`config.mk`:
```
export PLATFORM = sky130hd
export DESIGN_NAME = note_player
export DESIGN_NICKNAME = d
export VERILOG_FILES = /design/src/rtl/note_player.sv
export SDC_FILE = /design/constraint.sdc
export NUM_CORES = 1
export LEC_CHECK = 0
export ABC_AREA = 1
export CORE_ASPECT_RATIO = 0.9
export CORE_MARGIN = 5
export CORE_UTILIZATION = 65
export DETAILED_ROUTE_END_ITERATION = 8
export PLACE_DENSITY_LB_ADDON = 0.1
export SYNTH_ARGS = -nofsm -noshare
export SYNTH_HDL_FRONTEND = slang
export SYNTH_SLANG_ARGS = --single-unit
```
`constraint.sdc`:
```
create_clock -name clk_100mhz -period 7.19 [get_ports clk_100mhz]
set_clock_uncertainty 0.2 [all_clocks]
set_input_delay 0.719 -clock clk_100mhz [delete_from_list [all_inputs] [get_ports clk_100mhz]]
set_output_delay 0.719 -clock clk_100mhz [all_outputs]
set_load 0.05 [all_outputs]
```
`src/rtl/note_player.sv`:
```
// Piano tone sequencer: live keys preempt a handshaked note stream, and the chosen
// note drives a programmable half-period divider that toggles the buzzer pin.
module note_player #(
   parameter int BEAT_CYCLES = 25_000_000,
   parameter int GAP_CYCLES  = 2_500_000,
   parameter int DIV_SHIFT   = 0
) (
   input  logic       clk_100mhz,
   input  logic       rst_n,
   input  logic [6:0] key,
   input  logic       seq_valid,
   input  logic [2:0] seq_note,
   input  logic [3:0] seq_beats,
   output logic       seq_ready,
   output logic       seq_abort,
   output logic       buzzer,
   output logic       busy,
   output logic [2:0] cur_note
);

   localparam logic [1:0] ST_IDLE = 2'd0;
   localparam logic [1:0] ST_KEY  = 2'd1;
   localparam logic [1:0] ST_SEQ  = 2'd2;
   localparam logic [1:0] ST_GAP  = 2'd3;

   localparam logic [17:0] HALF_C = 18'(191113 >> DIV_SHIFT);
   localparam logic [17:0] HALF_D = 18'(170265 >> DIV_SHIFT);
   localparam logic [17:0] HALF_E = 18'(151686 >> DIV_SHIFT);
   localparam logic [17:0] HALF_F = 18'(143173 >> DIV_SHIFT);
   localparam logic [17:0] HALF_G = 18'(127551 >> DIV_SHIFT);
   localparam logic [17:0] HALF_A = 18'(113636 >> DIV_SHIFT);
   localparam logic [17:0] HALF_B = 18'(101239 >> DIV_SHIFT);
   localparam logic [31:0] GAP_LAST = 32'(GAP_CYCLES - 1);

   logic [1:0]  state;
   logic [1:0]  state_nxt;
   logic [2:0]  cur_note_nxt;
   logic [2:0]  kidx;
   logic        start_seq;
   logic        start_gap;
   logic        abort_nxt;
   logic [3:0]  beats;
   logic [31:0] beat_cnt;
   logic [31:0] play_len;
   logic [31:0] gap_cnt;
   logic [17:0] div_cnt;
   logic [17:0] half;

   // Lowest-numbered pressed key wins; scan downward so bit 0 overrides last.
   always_comb begin
      kidx = 3'd0;
      for (int i = 6; i >= 0; i--) begin
         if (key[i]) kidx = 3'(i + 1);
      end
   end

   assign play_len  = 32'(beats) * 32'(BEAT_CYCLES);
   assign seq_ready = rst_n && (state == ST_IDLE) && (key == 7'd0);
   assign busy      = (state != ST_IDLE);

   always_comb begin
      state_nxt    = state;
      cur_note_nxt = cur_note;
      start_seq    = 1'b0;
      start_gap    = 1'b0;
      abort_nxt    = 1'b0;
      case (state)
         ST_IDLE: begin
            if (key != 7'd0) begin
               state_nxt    = ST_KEY;
               cur_note_nxt = kidx;
            end else if (seq_valid) begin
               if (seq_beats == 4'd0) begin
                  state_nxt    = ST_GAP;
                  cur_note_nxt = 3'd0;
                  start_gap    = 1'b1;
               end else begin
                  state_nxt    = ST_SEQ;
                  cur_note_nxt = seq_note;
                  start_seq    = 1'b1;
               end
            end
         end
         ST_KEY: begin
            if (key == 7'd0) begin
               state_nxt    = ST_IDLE;
               cur_note_nxt = 3'd0;
            end else begin
               cur_note_nxt = kidx;
            end
         end
         ST_SEQ: begin
            if (key != 7'd0) begin
               state_nxt    = ST_KEY;
               cur_note_nxt = kidx;
               abort_nxt    = 1'b1;
            end else if (beat_cnt == play_len - 32'd1) begin
               state_nxt    = ST_GAP;
               cur_note_nxt = 3'd0;
               start_gap    = 1'b1;
            end
         end
         ST_GAP: begin
            if (key != 7'd0) begin
               state_nxt    = ST_KEY;
               cur_note_nxt = kidx;
            end else if (gap_cnt == GAP_LAST) begin
               state_nxt = ST_IDLE;
            end
         end
         default: begin
            state_nxt    = ST_IDLE;
            cur_note_nxt = 3'd0;
         end
      endcase
   end

   always_ff @(posedge clk_100mhz or negedge rst_n) begin
      if (!rst_n) begin
         state     <= ST_IDLE;
         cur_note  <= 3'd0;
         seq_abort <= 1'b0;
         beats     <= 4'd0;
         beat_cnt  <= 32'd0;
         gap_cnt   <= 32'd0;
      end else begin
         state     <= state_nxt;
         cur_note  <= cur_note_nxt;
         seq_abort <= abort_nxt;
         if (start_seq) begin
            beat_cnt <= 32'd0;
            beats    <= seq_beats;
         end else if (state == ST_SEQ) begin
            beat_cnt <= beat_cnt + 32'd1;
         end
         if (start_gap) begin
            gap_cnt <= 32'd0;
         end else if (state == ST_GAP) begin
            gap_cnt <= gap_cnt + 32'd1;
         end
      end
   end

   always_comb begin
      half = 18'd0;
      case (cur_note)
         3'd1:    half = HALF_C;
         3'd2:    half = HALF_D;
         3'd3:    half = HALF_E;
         3'd4:    half = HALF_F;
         3'd5:    half = HALF_G;
         3'd6:    half = HALF_A;
         3'd7:    half = HALF_B;
         default: half = 18'd0;
      endcase
   end

   // A note change restarts the square wave from a low phase on the same edge.
   always_ff @(posedge clk_100mhz or negedge rst_n) begin
      if (!rst_n) begin
         div_cnt <= 18'd0;
         buzzer  <= 1'b0;
      end else if ((cur_note_nxt != cur_note) || (cur_note == 3'd0)) begin
         div_cnt <= 18'd0;
         buzzer  <= 1'b0;
      end else if (div_cnt == half - 18'd1) begin
         div_cnt <= 18'd0;
         buzzer  <= ~buzzer;
      end else begin
         div_cnt <= div_cnt + 18'd1;
      end
   end

endmodule

```
---- After elaboration in Yosys (flattened, before gate mapping) ----
Index checks and enable logic that the tools add are counted.
cells by class
  add/sub/neg operators ................... 5
  multipliers ............................. 1
  eq/ne operators ......................... 18
  muxes and demuxes ....................... 45
  bitwise gates (word level) .............. 1
  reduce and logical (&&, ||, !) cells .... 13
operators by type and width
  kind                   number
  $mux 32                4
  $pmux 18 s7            1
  $add 32x1->32 const B  2
  $mux 3                 14
  $mux 18                2
  $eq 32x22->1 const B   1
  $eq 32x32->1           1
  $sub 29x1->30 const B  1
  $mul 4x19->23 const B  1
  $add 18x1->18 const B  1
  $eq 18x18->1           1
  $sub 18x1->18 const B  1
  $mux 1                 14
  $mux 2                 7
  $eq 3x3->1 const B     4
  $pmux 3 s4             1
  $pmux 2 s4             1
  $reduce_bool 2->1      4
  $logic_not 7->1        1
  $reduce_bool 7->1      1
  $eq 3x2->1 const B     2
  $ne 3x3->1 const B     2
  $eq 2x2->1 const B     2
  $logic_not 4->1        1
  other kinds (12)       13
storage, ports and cells
  bits in registers ....................... 93
  input port bits ......................... 17
  output and inout port bits .............. 7
  word-level logic and storage cells ...... 91

---- Longest topological paths before layout ----
Gate-level depths: netlist of the first run.
  depth after elaboration ................. 12
  gate-level depth with buffers ........... 33

---- Worst setup path after synthesis of the first run ----
No wires, ideal clock.
  kind .................................... register -> register
  start ................................... reg beats[2]
  end ..................................... reg gap_cnt[21]
  setup time .............................. 0.119 ns
  arrival ................................. 4.098 ns
  data required time ...................... 6.871 ns
  path slack .............................. 2.774 ns
  stages on the path, launching flop included .. 28
  buffers on the path ..................... 1
  path through ............................ dfrtp_1 -> inv_1 -> fa_1 -> xor2_1 -> ha_1 -> or2_2 -> ha_1 -> nand2_1 -> inv_1 -> nand2_1 -> nor2_1 -> nand2_1 -> nand3_1 -> nand2_1 -> nand2_2 -> nand2_2 -> nor2_2 -> and2_2 -> nand3_1 -> nand2_1 -> nand2_1 -> nor2_1 -> nand2_1 -> nor3_2 -> nand4_2 -> buf_4 -> nand4_1 -> nand2_1
on the way
  longest elaborated chain between the ends .. 7
ends and longest elaborated chain
  what                                          line  RTL
  from (decl)                                   42    logic [3:0] beats;
  from (signal assigned)                        132   beats <= seq_beats;
  $mul 4x19->23 (*)                             57    assign play_len = 32'(beats) * 32'(BEAT_CYCLES);
  $sub 29x1->30 (*)                             97    end else if (beat_cnt == play_len - 32'd1) begin
  $eq 32x32->1 (*)                              97
  $mux 1 (*)                                    97
  $mux 1 (*)                                    93    if (key != 7'd0) begin
  $pmux 1 s2 (*)                                67    case (state)
  $mux 32 or $reduce_bool 2->1 (tied branches)  --
  to (signal assigned)                          139   gap_cnt <= gap_cnt + 32'd1;
  to (decl)                                     45    logic [31:0] gap_cnt;
Every way passes the cells marked *; elsewhere a longest branch is shown, timed or not.
A chain may end at the register's enable or synchronous reset.

---- Worst setup path in the final report of the first run ----
  start ................................... reg beats[2]
  end ..................................... reg gap_cnt[23]
The elaborated chain is that of the path after synthesis.

==> results of run 1 <==
## worst min path at each step
| stage | slack (ps) | to | from | depth (start not counted) |
|---|---|---|---|---|
| after floorplan | 220 | beat_cnt[0] | rst_n | 0 |
| after global placement | 280 | beat_cnt[4] | beat_cnt[4] | 1 |
| after detailed placement | 290 | beat_cnt[4] | beat_cnt[4] | 1 |
| after CTS | 180 | beat_cnt[28] | rst_n | 1 |
| after global routing | 200 | beat_cnt[28] | rst_n | 1 |
| final | 150 | beat_cnt[28] | rst_n | 1 |
## layer usage
metal  share of wire (%)  track usage, %
met3                 7.9            6.41
met1                  48            44.4
met5                   0               0
met2                  42            43.2
met4                 2.0            8.14
## metrics by stage
stage	utilization (%)	worst slack, ps	hold slack, ps
floorplan	-	2770	223
global placement	68.4	1880	281
detailed placement	68.4	1820	291
CTS	70.6	1800	177
global route	70.6	1400	204
finish	70.6	1730	152
## worst max-delay path, stage by stage, from the launching register on
cell and delay [ps]:
dfrtp_1 510, inv_1 200, fa_1 650, xor2_1 150
ha_1 200, or2_2 290, ha_1 420, nand2_1 150
nor2_1 180, nand4_1 150, nand3_1 100, nand2_1 50
nand2_1 170, nand2_1 120, nor2_2 160, and2_2 200
nand3_1 120, nand2_1 90, nand2_1 60, nor2_1 90
nand2_1 60, nor3_2 240, nand4_2 480, nand4_1 230
nand2_1 70
## report_power, final
group	switching [mW]	internal [mW]
Sequential	0.0732	0.572
Combinational	0.806	0.391
Clock	0.224	0.247
## cell type report
type                            count  area [µm²]
Clock inverter                      6        47.5
Inverter                          236         886
Fill cell                        1163        3900
Sequential cell                    93        2330
Multi-Input combinational cell   1031        5420
Timing Repair Buffer               24         235
Tap cell                          168         210
Clock buffer                       10         239
## cells in the final DEF (no fill, tap or decap), types with 4 or more instances in the layout
master	Yosys	routed
xnor2_1	15	15
nor2_1	139	139
nor3_1	49	49
nor4_1	16	16
a21oi_1	45	45
ha_1	31	31
nand3_1	101	101
nand3b_1	6	6
fa_1	5	5
nor2_4	4	4
clkinv_1	4	4
xor2_1	38	38
nor2_2	22	22
inv_2	8	8
clkbuf_16	0	9
nand2_2	20	20
nand4_1	56	56
or2_2	5	5
clkdlybuf4s50_1	0	22
nand2_1	379	379
dfrtp_1	93	93
o21ai_0	47	47
inv_1	224	224
nand3_2	5	5
o41ai_1	4	4
o21a_1	5	5
## kinds of logic (layout without fill, tap and decap cells)
| kind of cell | count (synthesis) | in the layout |
|---|---|---|
| AND/OR/NAND/NOR | 825 | 825 |
| buffers and inverters | 254 | 276 |
| AO/OA/AOI/OAI | 117 | 117 |
| flip-flops | 93 | 93 |
| XOR/XNOR | 53 | 53 |
| adder cells (fa/ha/maj) | 36 | 36 |
## registers in the layout (all words and copies together) (netlist names)
signal,cells
cur_note,3
state,2
gap_cnt,32
beat_cnt,32
div_cnt,18
buzzer,1
beats,4
seq_abort,1
==> metrics.yaml, run 1 <==
num-nets-final: 1448
drc: 0
rr_worst_depth: 24
rows: 40
hpwl_mm: 18.0
stdcell_count: 1568
reg2reg_from: "beats[2]"
synth-simple-area-share_pct: 43.6
portBuffers: 23
die_area_mm2: 0.0159
first_global_vias: 8150
die_y_um: 120
regToRegSetupSlack_ps: 1730
synth_top_area_cell: "dfrtp_1"
drt-initial-drc-count: 923
synth_fa_ha_area_share_pct: 5.58
wl_per_cell_um: 14.7
final_hold_viol_count: 0
gp_congestion: 1.00
cap_violations: 0
area_delta_synth_final_pct: 7.10
crit_required_ps: 7230
coreArea_mm2: 0.0133
die-width_um: 132
rsz0062_at_grt: "false"
synth_top_family_by_area: "simple AND/OR/NAND/NOR gates"
dp.cells: 1552
status: "finished, final reports clean"
vdd_drop_max_v: 0.000169
grt_usage_pct: 29.6
fin_setup_tns_ps: 0
syn_inst: 1378
ys_warn_count: 0
fin_crit_sh_pct: 76.0
yosys.area_share.xor_xnor_pct: 5.31
via_per_inst: 5.65
grt.overflow.total: 0
cts_buffers: 9
postCtsSetupBuffers: 0
clkTransAtPathRegs_ps: 70
cts_tree: "yes"
finalSetupViolations: 0
htree_num_levels: 3
cts-root-buf: "clkbuf_16"
r2r_end: "gap_cnt[23]"
period_minus_slack_ps: 5460
drv_slew: 0
power_density_mw_per_mm2: 247
ys_types: 51
synth_edf_count: 0
grt_max_degree: 50
wl_mm: 23.1
syn_area_mm2: 0.00874
clk-insertion-delay-late_ps: 360
setup.worst_path.start: "beats[2]"
total_power_mw: 2.31
synth_ff_type: "dfrtp_1"
ys_seq_elements: 93
crit_end: "gap_cnt[23]"
synth_mux_area_share_pct: 0
drtPass1Iterations: 5
yosysMostFrequentCell: "nand2_1"
drive_above_1_share_pct: 6.79
synth_compound_gate_area_share_pct: 7.44
syn_area_per_cell_um2: 6.34
hold_path_class: "in2async"
ant_nets: 0
yosys-top-cells-area: "dfrtp_1, nand2_1, inv_1"
max_freq_ghz: 0.183
cts_buffer_depth: 2
insertedDiodeCount: 0
dpl-instance-area_mm2: 0.00907
vias: 8861
tightest_slew_ps: 773
synth_common_cells: "nand2_1, inv_1, nor2_1"
start_util_pct: 65.9
arrival_ps: 5500
cp_max_fo: 19
grt_pass1_wl_mm: 39.3
p_leak_nw: 4.87
final_cell_area_mm2: 0.00936
antenna_found_initial: 0
post_cts_resized: 0
slew_headroom_pct: 48.3
io-pin-count: 24
synth_top_cell_area_share_pct: 26.6
synth.yosys.seq_area_share_pct: 26.6
synthArstFlopShare_pct: 100
end_kind: "flip-flop"
worstSetupPathType: "reg2reg"
start_kind: "flip-flop"
cts.sinks: 93
ctsHoldBuffers: 0
synth_nets: 1431
Note: power is estimated with default switching activity, not from simulation.
==> run 2, diff against run 1 <==
CORE_UTILIZATION = 64   (was 65)
clock period = 5.65 ns   (was 7.19 ns; I/O delays follow)
==> metrics.yaml, run 2 (synthesis gave the netlist of run 1 again) <==
period_minus_slack_ps: 5110
final_cell_area_mm2: 0.00943
clk-insertion-delay-late_ps: 350
drtPass1Iterations: 5
top_regs: "beat_cnt (32), gap_cnt (32), div_cnt (18)"
slew_headroom_pct: 38.3
tightest_slew_ps: 926
worstSetupPathType: "reg2reg"
grt_max_degree: 74
drive_above_1_share_pct: 7.18
cp_max_fo: 7
via_per_inst: 5.63
cts_buffers: 9
power_density_mw_per_mm2: 315
coreArea_mm2: 0.0134
regToRegSetupSlack_ps: 540
rows: 40
vdd_drop_max_v: 0.000239
cts-root-buf: "clkbuf_16"
wl_mm: 23.0
status: "finished, final reports clean"
hold_path_class: "reg2reg"
grt_pass1_wl_mm: 38.9
fillers: 1202
gp_congestion: 1.01
first_global_vias: 7843
setup.worst_path.start: "beats[1]"
arrival_ps: 5140
grt_usage_pct: 29.3
final_common_cell: "nand2_1"
final_hold_viol_count: 0
cts_buffer_depth: 2
p_leak_nw: 4.90
area_delta_synth_final_pct: 7.87
num-nets-final: 1454
portBuffers: 23
reg2reg_from: "beats[1]"
total_power_mw: 2.97
hpwl_mm: 18.0
cts_tree: "yes"
fin_setup_tns_ps: 0
crit_required_ps: 5670
clkTransAtPathRegs_ps: 70
fin_crit_sh_pct: 90.5
end_kind: "flip-flop"
rr_worst_depth: 25
drt-initial-drc-count: 937
ant_nets: 0
crit_end: "gap_cnt[12]"
cap_violations: 0
start_kind: "flip-flop"
drv_slew: 0
finalSetupViolations: 0
drc: 0
die-width_um: 133
die_y_um: 121
max_freq_ghz: 0.196
hold_slack_ps: 288
insertedDiodeCount: 0
layout_common_cells: "nand2_1, inv_1, nor2_1, nand3_1, dfrtp_1"
grt.overflow.total: 0
htree_num_levels: 3
vias: 8861
die_area_mm2: 0.0161
rsz0062_at_grt: "false"
r2r_end: "gap_cnt[12]"
antenna_found_initial: 0
start_util_pct: 65.4
wl_per_cell_um: 14.6
cts.sinks: 93
dpl-instance-area_mm2: 0.00910
io-pin-count: 24
[run 2: changes by cell type in the layout (fill, tap and decap cells not counted)]
| cell | before | now |
|---|---|---|
| clkinv_2 | 1 | 0 |
| clkinv_8 | 0 | 1 |
| buf_12 | 0 | 1 |
| dfrtp_1 | 93 | 92 |
| dlygate4sd3_1 | 0 | 1 |
| clkbuf_8 | 1 | 0 |
| buf_4 | 2 | 6 |
| inv_6 | 1 | 3 |
| dfrtp_2 | 0 | 1 |
| clkinv_4 | 3 | 2 |
[run 2: critical path, stage by stage, from the launching register on]
cell and delay (ps):
dfrtp_1 460, inv_1 150, fa_1 650, xor2_1 300
ha_1 300, ha_1 430, nand2_1 140, nor2_1 230
nand3_1 180, nand3_1 120, nand2_1 50, nand2_1 130
nand2_2 100, nor2_2 140, nand2_1 90, inv_1 60
nand2_1 40, nand2_1 60, nand3_1 80, nor2_1 220
and2_2 230, nand2_2 80, nand2_1 180, inv_1 160
o41ai_1 90, a21oi_1 80
[run 2: through the flow]
step	std cells	setup slack, ps	utilization, %
3_3_place_gp	1555	512	68.1
2_1_floorplan	1378	1230	-
3_5_place_dp	1555	453	68.1
6_report	1574	538	70.6
5_1_grt	1574	107	70.6
4_1_cts	1572	430	70.3
[run 2: final cells by class]
type	instances	area, µm²	area share [%]
clock buffers	9	225	2.39
clock inverters	7	67.6	0.717
inverters	236	886	9.39
multi-input cells	1031	5420	57.4
flip-flops and latches	93	2330	24.7
well taps	168	210	2.23
repair buffers	30	295	3.13
[run 2: worst min-delay path by stage]
| stage | startpoint | endpoint | slack [ps] | cells past startpoint |
|---|---|---|---|---|
| floorplan | rst_n | beat_cnt[0] | 70 | 0 |
| global placement | rst_n | beat_cnt[24] | 270 | 1 |
| detailed placement | rst_n | beat_cnt[24] | 270 | 1 |
| CTS | beat_cnt[4] | beat_cnt[4] | 290 | 1 |
| global route | gap_cnt[11] | gap_cnt[11] | 340 | 2 |
| finish | beat_cnt[4] | beat_cnt[4] | 290 | 1 |
[run 2: per-layer routing]
metal / GRT usage [%] / part of all wire, % / routed length, µm
met2: 41.6 / 41 / 9400
met4: 5.53 / 0.85 / 195
met3: 5.72 / 8.5 / 1940
met1: 46.3 / 50 / 11400
met5: 0 / 0 / 0
[run 2: what timing repair did]
| item | in CTS | in global routing |
|---|---|---|
| endpoints found under the hold margin | 20 | 0 |
| setup endpoints to repair | 0 | 19 |
| setup buffers | 0 | 2 |
| gates resized for setup | 0 | 1 |
| hold buffers | 1 | 0 |
[run 2: power breakdown]
part           internal (mW)  total (mW)  switching (mW)
Clock                  0.309       0.599           0.290
Sequential             0.728       0.820          0.0927
Combinational          0.516        1.55            1.03
==> run 3, diff against run 2 <==
CORE_MARGIN = 8   (was 5)
==> metrics.yaml, run 3 (synthesis gave the netlist of run 1 again) <==
swShare_pct: 46.6
status: "finished, final reports clean"
grt.overflow.total: 0
grt_pass1_wl_mm: 39.8
die_y_um: 127
drt-initial-drc-count: 1024
top_regs: "beat_cnt (32), gap_cnt (32), div_cnt (18)"
cap_violations: 0
crit_required_ps: 5680
layout_common_cells: "nand2_1, inv_1, nor2_1, nand3_1, dfrtp_1"
hpwl_mm: 18.3
fin_crit_sh_pct: 93.2
cts-root-buf: "clkbuf_16"
first_global_vias: 8078
critPathBufInv: 3
hold_slack_ps: 292
period_minus_slack_ps: 5270
max_freq_ghz: 0.190
ant_nets: 0
htree_num_levels: 3
final_cell_area_mm2: 0.00949
clkTransAtPathRegs_ps: 70
cts.sinks: 93
start_kind: "flip-flop"
drc: 0
stdcell_count: 1574
dpl-instance-area_mm2: 0.00909
critical_path.slowest_cell: "fa_1"
arrival_ps: 5300
multiInputGateArea_mm2: 0.00543
wl_mm: 23.6
final_common_cell: "nand2_1"
io-pin-count: 24
dp.cells: 1554
grt_max_degree: 77
power_density_mw_per_mm2: 324
drtPass1Iterations: 6
fin_setup_tns_ps: 0
p_leak_nw: 4.93
gp_congestion: 0.994
antenna_found_initial: 0
fillers: 1155
tightest_slew_ps: 959
rows: 40
via_per_inst: 5.63
end_kind: "flip-flop"
insertedDiodeCount: 0
cts_tree: "yes"
rsz0062_at_grt: "false"
cts_buffers: 9
final_hold_viol_count: 0
place_ws_ps: 322
clk-insertion-delay-late_ps: 350
final-seq-area_mm2: 0.00233
p_int_mw: 1.64
clockPowerShare_pct: 22.3
drive_above_1_share_pct: 7.11
vdd_drop_max_v: 0.000242
setup_slack_ps: 382
hold_path_class: "reg2reg"
wl_per_cell_um: 15.0
start_util_pct: 65.4
drv_slew: 0
cpPeakStageDelay_ps: 640
worstSetupPathType: "reg2reg"
switchingPower_mw: 1.43
cts_buffer_depth: 2
die-width_um: 139
grt_usage_pct: 27.2
die_area_mm2: 0.0177
finalSetupViolations: 0
critPathTopFamily: "simple AND/OR/NAND/NOR gates"
total_power_mw: 3.07
portBuffers: 23
slew_headroom_pct: 36.1
coreArea_mm2: 0.0134
utilization_pct: 71.0
area_delta_synth_final_pct: 8.56
power_frac_seq_pct: 26.6
cp_max_fo: 8
num-nets-final: 1454
vias: 8863
crit_path_frequent_cell: "nand2_1"
comb_power_share_pct: 51.1
-- run 3: changes by cell type in the layout (fill, tap and decap cells not counted), sizes merged --
cell    delta
bufinv     +2
inv        -1
clkinv     -1
-- run 3: what timing repair did --
| item | in CTS | in global routing |
|---|---|---|
| gates resized for setup | 0 | 1 |
| hold endpoints to repair | 17 | 0 |
| endpoints found under the setup margin | 0 | 38 |
| buffers inserted | 0 | 3 |
| hold buffers | 1 | 0 |
-- run 3: layer usage --
| metal | routed length (µm) | track usage, % | vias up |
|---|---|---|---|
| li1 | - | - | 4463 |
| met1 | 11400 | 39.9 | 4011 |
| met2 | 9870 | 40.1 | 360 |
| met3 | 2080 | 6.07 | 29 |
| met4 | 259 | 5.54 | 0 |
| met5 | 0 | 0 | - |
-- run 3: worst register-to-register path, cell delays in order, from the launching register on --
cell and delay [ps]:
dfrtp_1 500, inv_1 190, fa_1 640, xor2_1 280
ha_1 290, ha_1 440, nand2_1 140, nor2_1 260
nand3_1 190, nand3_1 120, nand2_1 50, nand2_1 120
nand2_2 110, nor2_2 150, nand2_1 100, inv_1 60
nand2_1 40, nand2_1 90, nand3_1 100, nor2_1 220
and2_2 220, nand2_2 80, nand2_1 190, inv_1 180
o41ai_1 110, a21oi_1 80
-- run 3: worst paths after layout --
check	start	end	slack, ps	cells after the start
min reg2reg	beat_cnt[4]	beat_cnt[4]	290	1
max reg2reg	beats[2]	gap_cnt[12]	380	25
min	beat_cnt[4]	beat_cnt[4]	290	1
max	beats[2]	gap_cnt[12]	380	25
min in group asynchronous	rst_n	beat_cnt[27]	430	2
max in group asynchronous	rst_n	beat_cnt[8]	3560	3
-- run 3: power groups by stage --
stage	Sequential, mW	Combinational (mW)	Clock [mW]
CTS	0.813	1.52	0.699
floorplan	0.820	1.17	0
detailed placement	0.827	1.50	0
finish	0.816	1.57	0.686
global placement	0.825	1.49	0
global route	0.827	1.77	0.716
-- run 3: cell type report --
type                    instances  share of cell area, %
well taps                     168                   2.22
multi-input cells            1031                   57.2
clock inverters                 7                   1.13
repair buffers                 30                   3.24
flip-flops and latches         93                   24.5
inverters                     236                   9.34
clock buffers                   9                   2.37
